File: src/rtl/text_writer.sv
// Character-stream text writer: turns a byte stream into text-buffer
// cell writes with cursor tracking, line clearing and full-screen clear.
module text_writer #(
  parameter int          COLS  = 80,
  parameter int          ROWS  = 60,
  parameter logic [7:0]  BLANK = 8'h20
) (
  input  logic        clk,
  input  logic        rst_n,
  input  logic        char_valid,
  input  logic [7:0]  char_data,
  output logic        char_ready,
  input  logic [7:0]  color,
  input  logic        clear_req,
  output logic        wr_en,
  output logic [13:0] wr_addr,
  output logic [15:0] wr_data,
  input  logic        wr_grant,
  output logic [6:0]  cursor_col,
  output logic [5:0]  cursor_row
);

  typedef enum logic [1:0] {
    IDLE,
    WRITE,
    CLR_LINE,
    CLR_SCREEN
  } state_t;

  localparam logic [6:0]  LAST_COL  = 7'(COLS - 1);
  localparam logic [5:0]  LAST_ROW  = 6'(ROWS - 1);
  localparam logic [15:0] BLANK_W   = {8'h00, BLANK};

  state_t      state_q, state_n;
  logic [6:0]  col_q, col_n;
  logic [5:0]  row_q, row_n;
  logic [6:0]  acol_q, acol_n;
  logic [5:0]  arow_q, arow_n;
  logic [15:0] data_q, data_n;
  logic        bs_q, bs_n;
  logic        live_q;

  logic        accept;
  logic        printable;
  logic        done;
  logic [5:0]  row_inc;

  assign char_ready = live_q && (state_q == IDLE) && !clear_req;
  assign wr_en      = (state_q != IDLE);
  assign wr_addr    = {1'b0, arow_q, acol_q};
  assign wr_data    = data_q;
  assign cursor_col = col_q;
  assign cursor_row = row_q;

  assign accept    = char_valid && char_ready;
  assign printable = (char_data >= 8'h20) && (char_data <= 8'h7E);
  assign done      = wr_en && wr_grant;
  assign row_inc   = (row_q == LAST_ROW) ? 6'd0 : row_q + 6'd1;

  always_ff @(posedge clk or negedge rst_n) begin
    if (!rst_n) begin
      state_q <= IDLE;
      col_q   <= '0;
      row_q   <= '0;
      acol_q  <= '0;
      arow_q  <= '0;
      data_q  <= '0;
      bs_q    <= 1'b0;
      live_q  <= 1'b0;
    end else begin
      state_q <= state_n;
      col_q   <= col_n;
      row_q   <= row_n;
      acol_q  <= acol_n;
      arow_q  <= arow_n;
      data_q  <= data_n;
      bs_q    <= bs_n;
      live_q  <= 1'b1;
    end
  end

  always_comb begin
    state_n = state_q;
    col_n   = col_q;
    row_n   = row_q;
    acol_n  = acol_q;
    arow_n  = arow_q;
    data_n  = data_q;
    bs_n    = bs_q;
    case (state_q)
      IDLE: begin
        if (live_q && clear_req) begin
          state_n = CLR_SCREEN;
          arow_n  = '0;
          acol_n  = '0;
          data_n  = BLANK_W;
        end else if (accept) begin
          unique case (1'b1)
            printable: begin
              state_n = WRITE;
              arow_n  = row_q;
              acol_n  = col_q;
              data_n  = {color, char_data};
              bs_n    = 1'b0;
            end
            (char_data == 8'h0A): begin
              state_n = CLR_LINE;
              col_n   = '0;
              row_n   = row_inc;
              arow_n  = row_inc;
              acol_n  = '0;
              data_n  = BLANK_W;
            end
            (char_data == 8'h0D): begin
              col_n = '0;
            end
            (char_data == 8'h08 && col_q != 7'd0): begin
              state_n = WRITE;
              col_n   = col_q - 7'd1;
              arow_n  = row_q;
              acol_n  = col_q - 7'd1;
              data_n  = BLANK_W;
              bs_n    = 1'b1;
            end
            default: ;
          endcase
        end
      end
      WRITE: begin
        if (done) begin
          if (bs_q) begin
            state_n = IDLE;
          end else if (col_q == LAST_COL) begin
            // line wrap clears the freshly entered row
            state_n = CLR_LINE;
            col_n   = '0;
            row_n   = row_inc;
            arow_n  = row_inc;
            acol_n  = '0;
            data_n  = BLANK_W;
          end else begin
            state_n = IDLE;
            col_n   = col_q + 7'd1;
          end
        end
      end
      CLR_LINE: begin
        if (done) begin
          if (acol_q == LAST_COL) state_n = IDLE;
          else acol_n = acol_q + 7'd1;
        end
      end
      CLR_SCREEN: begin
        if (done) begin
          if (acol_q == LAST_COL) begin
            acol_n = '0;
            if (arow_q == LAST_ROW) begin
              state_n = IDLE;
              arow_n  = '0;
              col_n   = '0;
              row_n   = '0;
            end else begin
              arow_n = arow_q + 6'd1;
            end
          end else begin
            acol_n = acol_q + 7'd1;
          end
        end
      end
      default: state_n = IDLE;
    endcase
  end

endmodule

File: config.mk
export PLATFORM = sky130hd
export DESIGN_NAME = text_writer
export DESIGN_NICKNAME = d
export VERILOG_FILES = /design/src/rtl/text_writer.sv
export SDC_FILE = /design/constraint.sdc
export NUM_CORES = 1
export LEC_CHECK = 0
export CORE_MARGIN = 4
export CORE_UTILIZATION = 40
export CTS_CLUSTER_DIAMETER = 60
export CTS_CLUSTER_SIZE = 40
export DETAILED_ROUTE_END_ITERATION = 10
export GPL_ROUTABILITY_DRIVEN = 0
export PLACE_DENSITY = 0.64
export REMOVE_ABC_BUFFERS = 1
export SLEW_MARGIN = 5
export SYNTH_ARGS = -nofsm -noshare
export SYNTH_HDL_FRONTEND = slang
export SYNTH_SLANG_ARGS = --single-unit
File: constraint.sdc
create_clock -name clk -period 2.3 [get_ports clk]
set_input_delay 0.23 -clock clk [delete_from_list [all_inputs] [get_ports clk]]
set_output_delay 0.23 -clock clk [all_outputs]
set_load 0.1 [all_outputs]
==> flow_summary.yaml <==
status:
  status: "finished, violations left"
  violations: "negative setup slack"
die:
  core_region_area_sq_um: 7687
  rows: 32
  io_pins: 66
  initial_core_util_pct: 40.77
  dieWidth_microns: 96.52
  die_h_microns: 96.52
  dieArea_sq_um: 9316
place:
  place_ws_ps: -156.2
  io_buffer_count: 64
  placed_cell_area_sq_um: 4128
  dp_hpwl_mm: 7.335
timing:
  hold_viol_final: 0
  rsz0062_at_grt: "true"
  tns_ps: -279.5
  slew_viol_final: 0
  clock.fmax_mhz: 423.2
  fin_worst_skew_ps: 8.570
  setup_viol: 7
  period_share_pct: 102.7
  period_needed_ps: 2363
  setup_slack_ps: -62.88
detailed_routing:
  drt-initial-drc-count: 187
  route.met2.wl_mm: 4.973
  drc_errors: 0
  met3_wirelength_microns: 763
  met1Wirelength_mm: 4.456
  avgRoutedWirePerCell_microns: 17.02
  via_count: 3477
  ant_nets: 0
  viasPerCell: 5.728
  routed.top_layer: "met4"
  finalWirelength_mm: 10.33
  drtPass1Iterations: 5
logic_synthesis:
  synth_top_cell_by_area: "dfrtp_1"
  ys_seq_elements: 46
  synth.avg_cell_area_sq_um: 8.141
  synth.most_common_cell: "nand2_1"
  synthFlopType: "dfrtp_1"
  synth_common_cells: "nand2_1 (55), dfrtp_1 (46), o21ai_0 (34)"
  synthTopCellsByArea: "dfrtp_1 (37%), nand2_1 (6.6%), o21ai_0 (5.4%)"
  ys_seq_area_share_pct: 36.73
  synth_top_area_share_pct: 36.73
  synth-edff-count: 0
  synth_warnings: 0
  synthCells: 385
  synth.cell_area_sq_um: 3134
  ys_types: 67
  postSynth.asyncResetShare_pct: 100.0
clock_tree:
  clk_pin_slew_ps: 100
  clk_path_buf_depth: 2
  cts_buffers: 5
  cts_tree: "done"
  htreeDepth: 2
  clkLatencyLatePin_ps: 300
  root_buffer: "clkbuf_8"
  clock-sinks: 46
global_routing:
  grtUsageTotal_pct: 21.56
  overflow: 0
  grt_pass1_wl_mm: 15.88
  grt_pass1_vias: 3232
  antenna_found_initial: 0
  grt_max_degree: 32
setup_path:
  worstPathArrival_ps: 2550
  ff2ff_setup_slack_ps: -60
  crit_path_end_kind: "register"
  cp-start-kind: "register"
  crit_fanout: 4
  crit_type: "reg -> reg"
  required_ps: 2490
final_layout:
  drive_gt1_share_pct: 29.90
  area_growth_pct: 43.99
  antenna_cells: 0
  final_util_pct: 58.71
  stdcell_area_sq_um: 4513
  final_nets: 531
hold_path:
  hold_class: "in -> async"
run:
  max-cap-violations: 0
-- what timing repair did --
| action | 4_1_cts | 5_1_grt |
|---|---|---|
| buffers inserted | 3 | 6 |
| hold endpoints to repair | 13 | 0 |
| pin swaps | 2 | 9 |
| cloned | 0 | 3 |
| gates resized for setup | 5 | 27 |
| hold buffers | 1 | 0 |
| setup endpoints to repair | 11 | 42 |
-- layout make-up --
cell class | instances | area (sq um)
Sequential cell | 46 | 1151
Clock buffer | 5 | 68.82
Timing Repair Buffer | 136 | 1174
Multi-Input combinational cell | 293 | 1866
Inverter | 22 | 82.58
Clock inverter | 3 | 43.79
Fill cell | 705 | 3174
Tap cell | 102 | 127.6
-- worst paths after layout --
check | startpoint | to | cells after the start
hold reg to reg | wr_data[13]$_DFFE_PN0P_ | wr_data[13]$_DFFE_PN0P_ | 2
min in group clk | color[3] | wr_data[11]$_DFFE_PN0P_ | 3
hold / removal | rst_n | state_q[0]$_DFFE_PN0P_ | 2
setup reg to reg | cursor_col[0]$_DFFE_PN0P_ | arow_q[1]$_DFFE_PN0P_ | 8
max in group asynchronous | rst_n | cursor_row[5]$_DFFE_PN0P_ | 3
setup / recovery | cursor_col[0]$_DFFE_PN0P_ | arow_q[1]$_DFFE_PN0P_ | 8
-- registers in the layout (all words and copies together), names as in the netlist --
| name | count |
|---|---|
| bs_q | 1 |
| live_q | 1 |
| cursor_col | 7 |
| state_q | 2 |
| wr_data | 16 |
| acol_q | 7 |
| arow_q | 6 |
| cursor_row | 6 |
-- placed cells by master, fill, tap and decap left out, types with 3 or more instances in the layout --
master           count
a31oi_1              8
nand4_1              5
or3_1                3
o22ai_1              9
and2_1               3
o21ai_0             32
nor2_1              19
o21ai_1             13
inv_1               20
buf_4              102
ha_1                 4
a21oi_1             15
clkdlybuf4s50_1     19
a211oi_1             3
nor2b_1              3
mux2i_1              7
and3_1               3
nand2_1             54
buf_6                6
a211o_1              3
a22o_1               3
buf_12               4
o41ai_1              4
o211ai_1            14
nor3_1               7
o21a_1               4
dfrtp_1             46
clkbuf_8             5
nand3_1             20
-- metrics by stage --
stage,hold slack [ps],cells
floorplan,-65.59,361
global placement,187.6,586
detailed placement,191.0,586
CTS,399.5,598
global route,428.5,607
finish,391.6,607
-- worst max-delay path, stage by stage, from the launching register on --
cell and delay (ps):
dfrtp_1 400, inv_2 90, ha_4 130, or4b_4 470
o211a_4 300, a21boi_4 230, mux2i_1 240, o22ai_1 110
mux2_4 260
-- logic make-up after synthesis --
logic type | after synthesis | synth area share, %
simple gates | 137 | 21.56
compound gates | 134 | 27.82
flops | 46 | 36.73
buf+inv | 46 | 6.707
mux | 12 | 3.992
fa+ha+maj | 6 | 2.395
other cells | 2 | 0.2396
xor+xnor | 2 | 0.5590
-- metal layers --
layer	global-route usage (%)	vias up
met1	29.56	1652
met5	0	-
met4	5.140	0
met3	3.331	17
met2	35.75	152
li1	-	1656
Power is left out: the tool's default activity adds up to more than one toggle a clock period on the data nets, which glitch-free logic cannot reach.
